`config.mk`:
```
export PLATFORM = sky130hd
export DESIGN_NAME = multi_temp_monitor
export DESIGN_NICKNAME = d
export VERILOG_FILES = /design/src/rtl/multi_temp_monitor.sv
export SDC_FILE = /design/constraint.sdc
export NUM_CORES = 1
export LEC_CHECK = 0
export ABC_AREA = 1
export CORE_ASPECT_RATIO = 0.5
export CORE_MARGIN = 8
export CORE_UTILIZATION = 50
export DETAILED_ROUTE_END_ITERATION = 16
export GPL_TIMING_DRIVEN = 0
export PLACE_DENSITY = 0.7
export SLEW_MARGIN = 30
export SYNTH_ARGS = -nofsm -noshare
export SYNTH_HDL_FRONTEND = slang
export SYNTH_SLANG_ARGS = --single-unit
```
`constraint.sdc`:
```
create_clock -name clk -period 7.4 [get_ports clk]
set_clock_uncertainty 0.1 [all_clocks]
set_input_delay 0.74 -clock clk [delete_from_list [all_inputs] [get_ports clk]]
set_output_delay 0.74 -clock clk [all_outputs]
set_load 0.005 [all_outputs]
```
`src/rtl/multi_temp_monitor.sv`:
```
// multi_temp_monitor: per-channel thermal zone tracker (NORMAL/WARN/CRIT) with
// persistence-qualified escalation, hysteretic de-escalation, aggregate alarm/fan
// requests, a sticky overheat latch and a running hottest-channel report.
// Optional feature macro FAN_PWM_EN: adds an 8-bit PWM fan drive; without it
// fan_pwm simply follows fan_on.
module multi_temp_monitor #(
  parameter int unsigned WIDTH     = 10,
  parameter int unsigned CHANNELS  = 4,
  parameter int unsigned WARN_TEMP = 500,
  parameter int unsigned CRIT_TEMP = 800,
  parameter int unsigned HYST      = 20,
  parameter int unsigned PERSIST   = 3,
  localparam int unsigned CH_W     = $clog2(CHANNELS)
) (
  input  logic                  clk,
  input  logic                  rst,
  input  logic [WIDTH-1:0]      temp_in,
  input  logic [CH_W-1:0]       temp_ch,
  input  logic                  temp_valid,
  input  logic                  clear_latch,
  output logic [2*CHANNELS-1:0] zone_out,
  output logic                  fan_on,
  output logic                  alarm,
  output logic                  overheat_latched,
  output logic [WIDTH-1:0]      max_temp,
  output logic [CH_W-1:0]       max_ch,
  output logic                  sample_err,
  output logic                  fan_pwm
);

  typedef enum logic [1:0] {ZoneNormal = 2'd0, ZoneWarn = 2'd1, ZoneCrit = 2'd2} zone_e;

  localparam logic [WIDTH-1:0] WarnT    = WIDTH'(WARN_TEMP);
  localparam logic [WIDTH-1:0] CritT    = WIDTH'(CRIT_TEMP);
  localparam logic [WIDTH-1:0] WarnLo   = WIDTH'(WARN_TEMP - HYST);
  localparam logic [WIDTH-1:0] CritLo   = WIDTH'(CRIT_TEMP - HYST);
  localparam logic [3:0]       PersistC = 4'(PERSIST);

  zone_e            zone_q [CHANNELS];
  zone_e            zone_d [CHANNELS];
  // Lowest target seen in the current escalation run; mixed runs settle on it.
  zone_e            pend_q [CHANNELS];
  zone_e            pend_d [CHANNELS];
  logic [3:0]       cnt_q  [CHANNELS];
  logic [3:0]       cnt_d  [CHANNELS];
  logic [WIDTH-1:0] samp_q [CHANNELS];
  logic [WIDTH-1:0] samp_d [CHANNELS];

  zone_e            tgt;
  logic             any_crit;
  logic             any_warn;
  logic [WIDTH-1:0] max_v;
  logic [CH_W-1:0]  max_i;
  logic             err_d;
  logic             latched_d;

  // Classify the incoming sample against the absolute thresholds.
  always_comb begin
    tgt = ZoneNormal;
    if (temp_in >= CritT) tgt = ZoneCrit;
    else if (temp_in >= WarnT) tgt = ZoneWarn;
  end

  // Per-channel next state: only the addressed channel moves on a valid sample.
  always_comb begin
    zone_e run_min;
    run_min = ZoneNormal;
    for (int unsigned i = 0; i < CHANNELS; i++) begin
      zone_d[i] = zone_q[i];
      pend_d[i] = pend_q[i];
      cnt_d[i]  = cnt_q[i];
      samp_d[i] = samp_q[i];
      if (temp_valid && 32'(temp_ch) == i) begin
        samp_d[i] = temp_in;
        if (tgt > zone_q[i]) begin
          run_min = (cnt_q[i] == 4'd0 || tgt < pend_q[i]) ? tgt : pend_q[i];
          if (cnt_q[i] + 4'd1 == PersistC) begin
            zone_d[i] = run_min;
            cnt_d[i]  = 4'd0;
            pend_d[i] = ZoneNormal;
          end else begin
            cnt_d[i]  = cnt_q[i] + 4'd1;
            pend_d[i] = run_min;
          end
        end else begin
          cnt_d[i]  = 4'd0;
          pend_d[i] = ZoneNormal;
          if (temp_in < WarnLo) zone_d[i] = ZoneNormal;
          else if (zone_q[i] == ZoneCrit && temp_in < CritLo) zone_d[i] = ZoneWarn;
        end
      end
    end
  end

  // Aggregate zone flags, hottest stored sample (lowest index wins ties), latch and error.
  always_comb begin
    any_crit = 1'b0;
    any_warn = 1'b0;
    max_v    = samp_q[0];
    max_i    = '0;
    zone_out = '0;
    for (int unsigned i = 0; i < CHANNELS; i++) begin
      zone_out[2*i +: 2] = zone_q[i];
      if (zone_q[i] == ZoneCrit) any_crit = 1'b1;
      if (zone_q[i] != ZoneNormal) any_warn = 1'b1;
      if (samp_q[i] > max_v) begin
        max_v = samp_q[i];
        max_i = CH_W'(i);
      end
    end
    err_d     = temp_valid && (32'(temp_ch) >= CHANNELS);
    // A new alarm overrides a concurrent clear request.
    latched_d = any_crit | (overheat_latched & ~clear_latch);
  end

  // State and registered outputs.
  always_ff @(posedge clk or posedge rst) begin
    if (rst) begin
      for (int unsigned i = 0; i < CHANNELS; i++) begin
        zone_q[i] <= ZoneNormal;
        pend_q[i] <= ZoneNormal;
        cnt_q[i]  <= 4'd0;
        samp_q[i] <= '0;
      end
      alarm            <= 1'b0;
      fan_on           <= 1'b0;
      overheat_latched <= 1'b0;
      max_temp         <= '0;
      max_ch           <= '0;
      sample_err       <= 1'b0;
    end else begin
      for (int unsigned i = 0; i < CHANNELS; i++) begin
        zone_q[i] <= zone_d[i];
        pend_q[i] <= pend_d[i];
        cnt_q[i]  <= cnt_d[i];
        samp_q[i] <= samp_d[i];
      end
      alarm            <= any_crit;
      fan_on           <= any_warn;
      overheat_latched <= latched_d;
      max_temp         <= max_v;
      max_ch           <= max_i;
      sample_err       <= err_d;
    end
  end

`ifdef FAN_PWM_EN
  logic [7:0] pwm_cnt_q;
  logic       fan_pwm_q;

  // Free-running PWM counter; worst zone picks duty (CRIT full on, WARN half).
  always_ff @(posedge clk or posedge rst) begin
    if (rst) begin
      pwm_cnt_q <= 8'd0;
      fan_pwm_q <= 1'b0;
    end else begin
      pwm_cnt_q <= pwm_cnt_q + 8'd1;
      fan_pwm_q <= any_crit ? 1'b1 : (any_warn ? (pwm_cnt_q < 8'd128) : 1'b0);
    end
  end

  assign fan_pwm = fan_pwm_q;
`else
  assign fan_pwm = fan_on;
`endif

endmodule
```
==> Yosys cells after proc, flatten, opt, wreduce, memory -nomap -nowiden <==
Index checks and enable logic that the tools add are counted.
{ "op_classes": {"n_addsub": 4, "multipliers": 0, "div_mod_pow": 0, "order_cmp": 15, "eq_ne": 15, "shifts": 0, "muxes": 52, "bitwise_logic": 3, "n_reduce_logical": 29} }
{ "ops": {"columns": ["cell", "n"], "rows": [
  ["two-way mux 2 bit", 31],
  ["two-way mux 4 bit", 8],
  ["> comparator 10 bit", 3],
  ["two-way mux 10 bit", 3],
  ["adder 4 x 1 -> 4 bit (second input constant)", 4],
  ["== test 4 x 2 -> 1 bit (second input constant)", 4],
  ["zero test 4 bit", 4],
  ["== test 2 bit (second input constant)", 6],
  ["AND reduction 3 bit", 4],
  ["nonzero test 3 bit", 4],
  [">= comparator 10 bit (second input constant)", 1],
  [">= comparator 10 x 9 -> 1 bit (second input constant)", 1],
  ["less-than comparator 10 bit (second input constant)", 1],
  ["less-than comparator 10 x 9 -> 1 bit (second input constant)", 1],
  ["two-way mux 1 bit", 10],
  ["> comparator 2 bit", 4],
  ["logical AND 1 bit", 8],
  ["less-than comparator 2 bit", 4],
  ["!= test 2 x 1 -> 1 bit (second input constant)", 4],
  ["nonzero test 2 bit", 4],
  ["logical OR 1 bit", 4],
  ["== test 2 x 1 -> 1 bit (second input constant)", 1],
  ["zero test 2 bit", 1],
  ["bitwise AND 1 bit", 1],
  ["2 further kinds", 2]
]} }
{ "totals": {"ff_bits": 87, "latch_bits": 0, "ram_bits": 0, "mem_bits_ro": 0, "input_bits": 16, "mem_count": 0} }

==> Longest topological paths before layout <==
Gate-level depths: netlist of the first run.
{ "logic_depth": {"word_depth": 8, "ltp_mapped": 37} }

==> Worst setup path before layout of the first run <==
OpenSTA, ideal clock, no wires.
{ "synth_timing": {"path_type": "register to register", "startpoint": "reg samp_q[29] (netlist name)", "endpoint": "reg max_temp[3]", "setup_ns": 0.117, "t_arrival_ns": 4.095, "required_time_ns": 7.183, "slack_ns": 3.088, "path_stages_with_launch": 30, "n_path_buf": 3, "period_less_slack_ns": 4.312, "cell_sequence": "dfrtp_1 ha_1 nand2_2 inv_1 a21oi_2 nand3_2 nand2_4 clkbuf_1 nand2_1 o21ai_0 ha_1 a21oi_1 nor2_1 a211oi_1 nand3_2 buf_4 nand3_1 nand2_1 ha_1 inv_1 o21bai_1 nand3_1 a21oi_1 a211oi_1 o21a_1 o21ai_0 nand2_1 buf_4 nand3_1 nand2_1"} }
{ "synth_between": {"elab_chain_len": 6} }
{ "synth_rtl": {"columns": ["element", "line", "text"], "rows": [
  ["start: declaration", "46", "logic [WIDTH-1:0] samp_q [CHANNELS];"],
  ["start signal: indexed assignment", "136", "samp_q[i] <= samp_d[i];"],
  ["> comparator 10 bit", "106", "if (samp_q[i] > max_v) begin"],
  ["two-way mux 10 bit (*)", "106", null],
  ["> comparator 10 bit", "106", null],
  ["two-way mux 10 bit (*)", "106", null],
  ["> comparator 10 bit", "106", null],
  ["two-way mux 10 bit (*)", "106", null],
  ["named net max_v[3]", "52", "logic [WIDTH-1:0] max_v;"],
  ["end signal: assignment", "141", "max_temp <= max_v;"],
  ["end: declaration", "25", "output logic [WIDTH-1:0] max_temp,"]
]} }
Mark *: on every way through the listed nets, which the timed path passes. The rest lies on a longest branch.
A chain may end at the register's enable or synchronous reset.

==> Worst setup path in the final report of the first run <==
{ "layout_timing": {"startpoint": "reg samp_q[29] (netlist name)", "endpoint": "reg max_temp[6]"} }
The elaborated chain is that of the path after synthesis.

==> impl_metrics.tcl, run 1 <==
set metrics [dict create \
    status "finished clean" \
    critPathTopFamily "compound AO/OA/AOI/OAI gates" \
    fmax_mhz 200.2 \
    synth_top_family_by_area "simple AND/OR/NAND/NOR gates" \
    antenna_found_initial 0 \
    drc 0 \
    cp_num_cells 29 \
    vdd_drop_max_mv 0.1746 \
    drive_above_1_share_pct 8.852 \
    fillers 923 \
    rrSetupSlack_ns 2.40 \
    powerDensity_nw_per_um2 374.7 \
    cts_buffers 9 \
    io_pins 41 \
    endpoint_kind "flop" \
    start_util_pct 51.86 \
    ys_ff_latch 87 \
    clk_latency_ns 0.33 \
    reg2reg_depth 29 \
    final_area_sq_um 6277 \
    cts_hold_buffers 0 \
    grt_max_degree 58 \
    syn_area_per_cell_sq_um 7.993 \
    cts_tree "done" \
    gr-total-overflow 0 \
    seq_area_frac_synth_pct 40.84 \
    grt_use_total_pct 18.41 \
    setup_tns_ns 0 \
    core_sq_um 10280 \
    synth_area_sq_um 5331 \
    placed_cells 847 \
    drtAntennaViolNets 0 \
    timing.hold.ws_ns 0.4086 \
    r2r-end "max_temp[6]" \
    synth-edff-count 0 \
    start_kind "flop" \
    grt_setup_unrepaired "no" \
    hold_start "samp_q[0]" \
    critPathMostFrequentCell "nand2_1" \
    setup_violations 0 \
    post_cts_buffers 0 \
    nets 787 \
    crit_arrival_ns 5.11 \
    die_h_um 89.02 \
    io_buffers 39 \
    worstMarginPinSlew_ns 0.8237 \
    postPlaceCellArea_sq_um 5933 \
    critPathMaxStageDelay_ns 0.40 \
    critPathRequiredTime_ns 7.52 \
    clk_pin_slew_worst_paths_ns 0.06 \
    place_congestion 0.8448 \
    drt_wl_total_mm 12.44 \
    grt_pass1_wl_mm 21.16 \
    period_minus_slack_ns 4.996 \
    grt_pass1_vias 4364 \
    post_cts_resized 0 \
    worst_setup_path_startpoint "samp_q[29]" \
    fin_cells 863 \
    clk_path_buf_depth 2 \
    cts_root_buf "clkbuf_16" \
    synthCells 667 \
    critical_path_class "reg2reg" \
    synth-async-reset-ratio_pct 100.0 \
    die_width_um 162.0 \
    power_leakage_nw 3.130 \
    path_buf_inv 5 \
    num_vias 4452 \
    finalMaxSlewViolations 0 \
    synthAdderAreaFrac_pct 12.44 \
    synth_xor_area_share_pct 1.314 \
    yosysWarnings 0 \
    synthFlopType "dfrtp_1" \
    die_area_sq_um 14420 \
    dr.pass1.iters 5 \
    cpMaxStageDelayCell "dfrtp_1" \
    hpwl_mm 9.352 \
    synth_fp_nets 736 \
    rr_startpoint "samp_q[29]" \
    synthMuxAreaShare_pct 0 \
    hp-class "reg2reg" \
    maxSlewHeadroom_pct 44.79 \
    fin_crit_sh_pct 67.51 \
    ys_types 37 \
    drt-initial-drc-count 346 \
    syn2layout_area_growth_pct 17.74 \
    worstHoldPathCells 2 \
    synth_compound_gate_area_share_pct 11.99 \
    endpoint "max_temp[6]" \
    drv_cap 0 \
    clkSinkCount 87 \
    hold_violations 0 \
    htreeDepth 3 \
    crit_fanout 10 \
    rows 26 \
    vias_per_cell 5.159 \
    synth-simple-area-share_pct 23.47 \
    wire_per_inst_um 14.41 \
    final_util_pct 61.06 \
    insertedDiodeCount 0 \
]
[kinds of logic (layout without fill, tap and decap cells)]
logic type / Yosys count / in the layout
fa+ha+maj: 53 / 53
compound gates: 116 / 116
buf+inv: 134 / 190
other cells: 1 / 1
xor+xnor: 8 / 8
simple gates: 268 / 268
flops: 87 / 87
[power breakdown]
part | internal (mW) | switching (mW) | leakage (nW) | total [mW]
clock network | 0.333 | 0.181 | 0.169 | 0.514
registers | 0.617 | 0.0887 | 1.10 | 0.706
logic | 0.465 | 0.667 | 1.86 | 1.13
[placed cells by master, fill, tap and decap left out, drive strengths merged]
master,count
clkbuf,22
or2,2
buf,7
o22ai,16
a211oi,2
a32oi,4
or4,1
nor3,8
xor2,8
a31oi,1
nand2,173
dfrtp,87
nor4,3
o21a,1
o21ai,73
ha,53
nor2,32
a21oi,15
clkdlybuf4s50,39
conb,1
nand3,44
inv,119
and2,1
clkinv,1
o21bai,3
a41oi,1
nand4,4
bufinv,2
[worst min path at each step]
stage          slack, ns           to
6_report            0.41  max_temp[0]
5_1_grt             0.45   samp_q[25]
4_1_cts             0.40  max_temp[0]
3_5_place_dp        0.39  max_temp[0]
3_3_place_gp        0.38  max_temp[0]
2_1_floorplan       0.35  max_temp[0]
[stage by stage]
step	setup slack (ns)	power [mW]
3_5_place_dp	2.405	1.841
4_1_cts	2.391	2.369
3_3_place_gp	2.386	1.802
2_1_floorplan	3.088	1.493
6_report	2.404	2.352
5_1_grt	1.829	2.589
[routing by layer]
| metal | GRT usage [%] | wire, um | vias up |
|---|---|---|---|
| li1 | - | - | 2258 |
| met2 | 30.89 | 5702 | 108 |
| met5 | 0 | 0 | - |
| met3 | 4.136 | 622 | 17 |
| met4 | 5.755 | 186 | 0 |
| met1 | 23.56 | 5925 | 2069 |
[cell usage after synthesis, drive strengths merged (8+ instances only)]
| cell type | n | share of area [%] |
|---|---|---|
| nor3 | 8 | 1.0 |
| o22ai | 16 | 1.9 |
| nor2 | 32 | 2.6 |
| ha | 53 | 12 |
| nand2 | 173 | 13 |
| inv | 119 | 8.4 |
| o21ai | 73 | 6.9 |
| a21oi | 15 | 1.5 |
| clkbuf | 8 | 0.56 |
| xor2 | 8 | 1.3 |
| dfrtp | 87 | 41 |
| nand3 | 44 | 5.3 |
[layout make-up]
class	count	area, sq um	area share (%)
Clock inverter	2	60.06	0.9567
Multi-Input combinational cell	446	2631	41.92
Buffer	14	76.32	1.216
Inverter	120	455.4	7.255
Tap cell	140	175.2	2.791
Clock buffer	14	284.0	4.525
Timing Repair Buffer	40	417.9	6.657
Sequential cell	87	2177	34.68
[worst register-to-register path: cells and delay by family, from the launching register on]
kind                     cells  cell delay, ns
flip-flops                   1            0.40
buffers and inverters        5            0.87
AND/OR/NAND/NOR             12            1.24
adder cells (fa/ha/maj)      3            0.94
AO/OA/AOI/OAI                9            1.32
[sequential cells by signal, summed over array words and instances (netlist names)]
signal	flops
pend_q	8
samp_q	40
fan_on	1
zone_out	8
alarm	1
max_temp	10
cnt_q	16
max_ch	2
overheat_latched	1
Note: power is estimated with default switching activity, not from simulation.
==> run 2: changes to the inputs <==
--- a/config.mk
+++ b/config.mk
@@ -11,7 +11,7 @@
 export CORE_UTILIZATION = 50
 export DETAILED_ROUTE_END_ITERATION = 16
 export GPL_TIMING_DRIVEN = 0
-export PLACE_DENSITY = 0.7
+export PLACE_DENSITY = 0.73
 export SLEW_MARGIN = 30
 export SYNTH_ARGS = -nofsm -noshare
 export SYNTH_HDL_FRONTEND = slang
==> constraint.sdc (replaced) <==
create_clock -name clk -period 4.55 [get_ports clk]
set_clock_uncertainty 0.1 [all_clocks]
set_input_delay 0.455 -clock clk [delete_from_list [all_inputs] [get_ports clk]]
set_output_delay 0.455 -clock clk [all_outputs]
set_load 0.005 [all_outputs]
==> impl_metrics.tcl, run 2 (synthesized netlist as in run 1, its figures left out) <==
set metrics [dict create \
    worstMarginPinSlew_ns 0.8084 \
    top_regs "samp_q: 40 flops, cnt_q: 16 flops, max_temp: 10 flops" \
    largest_reg_flops 40 \
    powerDensity_nw_per_um2 628.8 \
    cts_buffers 9 \
    place_congestion 0.8207 \
    final_cell_mix "148 x nand2_1, 114 x inv_1, 85 x dfrtp_1" \
    fillers 850 \
    r2r-end "max_temp[8]" \
    path_buf_inv 8 \
    start_kind "flop" \
    drt-initial-drc-count 309 \
    clk_path_buf_depth 2 \
    clk_latency_ns 0.34 \
    crit_arrival_ns 4.61 \
    gr-total-overflow 0 \
    start_util_pct 51.86 \
    die_h_um 89.02 \
    vias_per_cell 5.333 \
    period_minus_slack_ns 4.481 \
    cts_root_buf "clkbuf_16" \
    hpwl_mm 9.213 \
    syn2layout_area_growth_pct 25.98 \
    drc 0 \
    fmax_mhz 223.2 \
    num_vias 4736 \
    insertedDiodeCount 0 \
    power_leakage_nw 3.287 \
    vdd_drop_max_mv 0.2546 \
    htreeDepth 3 \
    io_buffers 39 \
    critPathMaxStageDelay_ns 0.51 \
    cpMaxStageDelayCell "or4_4" \
    status "finished clean" \
    antenna_found_initial 0 \
    rr_startpoint "samp_q[27]" \
    grt_max_degree 61 \
    hp-class "in2async" \
    post-place-ws_ns -0.4273 \
    clkSinkCount 87 \
    grt_pass1_vias 4321 \
    die_area_sq_um 14420 \
    cts_tree "done" \
    io_pins 41 \
    drive_above_1_share_pct 16.58 \
    fin_crit_sh_pct 98.48 \
    core_sq_um 10280 \
    wire_per_inst_um 15.46 \
    clk_pin_slew_worst_paths_ns 0.06 \
    largest_register "samp_q" \
    layout_commonest_cell "nand2_1" \
    fin_cells 888 \
    reg2reg_depth 30 \
    crit_fanout 7 \
    drtAntennaViolNets 0 \
    placed_cells 847 \
    critPathTopFamily "simple AND/OR/NAND/NOR gates" \
    maxSlewHeadroom_pct 45.81 \
    critPathRequiredTime_ns 4.68 \
    critPathMostFrequentCell "nand2_1" \
    layout_setup_ws_ns 0.06910 \
    grt_use_total_pct 17.99 \
    drt_wl_total_mm 13.73 \
    finalMaxSlewViolations 0 \
    endpoint_kind "flop" \
    grt_pass1_wl_mm 20.67 \
    drv_cap 0 \
    critical_path_class "reg2reg" \
    rows 26 \
    die_width_um 162.0 \
    dr.pass1.iters 5 \
    rrSetupSlack_ns 0.07 \
    hold_violations 0 \
    setup_violations 0 \
    nets 814 \
]
run 2: changes by cell type in the layout (fill, tap and decap cells not counted), sizes merged:
| cell | change |
|---|---|
| buf | +25 |
| bufinv | -2 |
| inv | +2 |
| clkinv | -1 |
| nand2 | +1 |
run 2: through the flow:
stage / TNS (ns) / hold slack, ns / utilization, % / power (mW) / area, sq um
3_5_place_dp: -4.699 / 0.3655 / 57.72 / 2.981 / 5933
6_report: 0 / 0.3437 / 65.34 / 4.223 / 6716
3_3_place_gp: -4.458 / 0.3600 / 57.36 / 2.922 / 5897
2_1_floorplan: 0 / 0.3491 / - / 2.428 / 5331
4_1_cts: 0 / 0.3469 / 60.77 / 3.755 / 6247
5_1_grt: -1.048 / 0.3759 / 65.34 / 4.564 / 6716
run 2: power breakdown:
group / total [mW] / switching (mW) / leakage (nW) / internal [mW]
clock network: 0.717 / 0.293 / 0.141 / 0.424
logic: 2.35 / 1.30 / 2.05 / 1.05
registers: 1.15 / 0.149 / 1.10 / 1.00
total: 4.22 / 1.74 / 3.29 / 2.48
run 2: area by class of cell:
| type | instances | area [sq um] | area share [%] |
|---|---|---|---|
| multi-input combinational | 447 | 2864 | 42.64 |
| sequential | 87 | 2180 | 32.45 |
| timing repair buffer | 65 | 643.1 | 9.575 |
| inverter | 120 | 462.9 | 6.893 |
| clock buffer | 14 | 284.0 | 4.229 |
| tap | 140 | 175.2 | 2.608 |
| buffer | 14 | 101.3 | 1.509 |
| timing repair inverter | 1 | 6.256 | 0.09314 |
run 2: how the worst max path moves through the flow:
stage / start / to / slack, ns / cells after the start
detailed placement: samp_q[29] / max_temp[8] / -0.43 / 30
finish: samp_q[27] / max_temp[8] / 0.07 / 30
CTS: samp_q[27] / max_temp[8] / 0.003 / 33
global placement: samp_q[29] / max_temp[9] / -0.41 / 30
global route: samp_q[27] / max_temp[8] / -0.11 / 34
floorplan: samp_q[29] / max_temp[3] / 0.24 / 29
run 2: timing repair:
action                                  CTS  global route
cloned                                    0             4
setup buffers                             1            22
endpoints found under the setup margin   12            12
pin swaps                                 3            24
hold buffers                              0             0
resized for setup                         9            59
run 2: metal layers:
layer | vias to the layer above | wire length [um] | track usage, %
met5 | - | 0 | 0
met4 | 0 | 338 | 5.922
met3 | 32 | 912 | 4.366
met2 | 165 | 6489 | 30.55
met1 | 2234 | 5990 | 22.46
li1 | 2305 | - | -
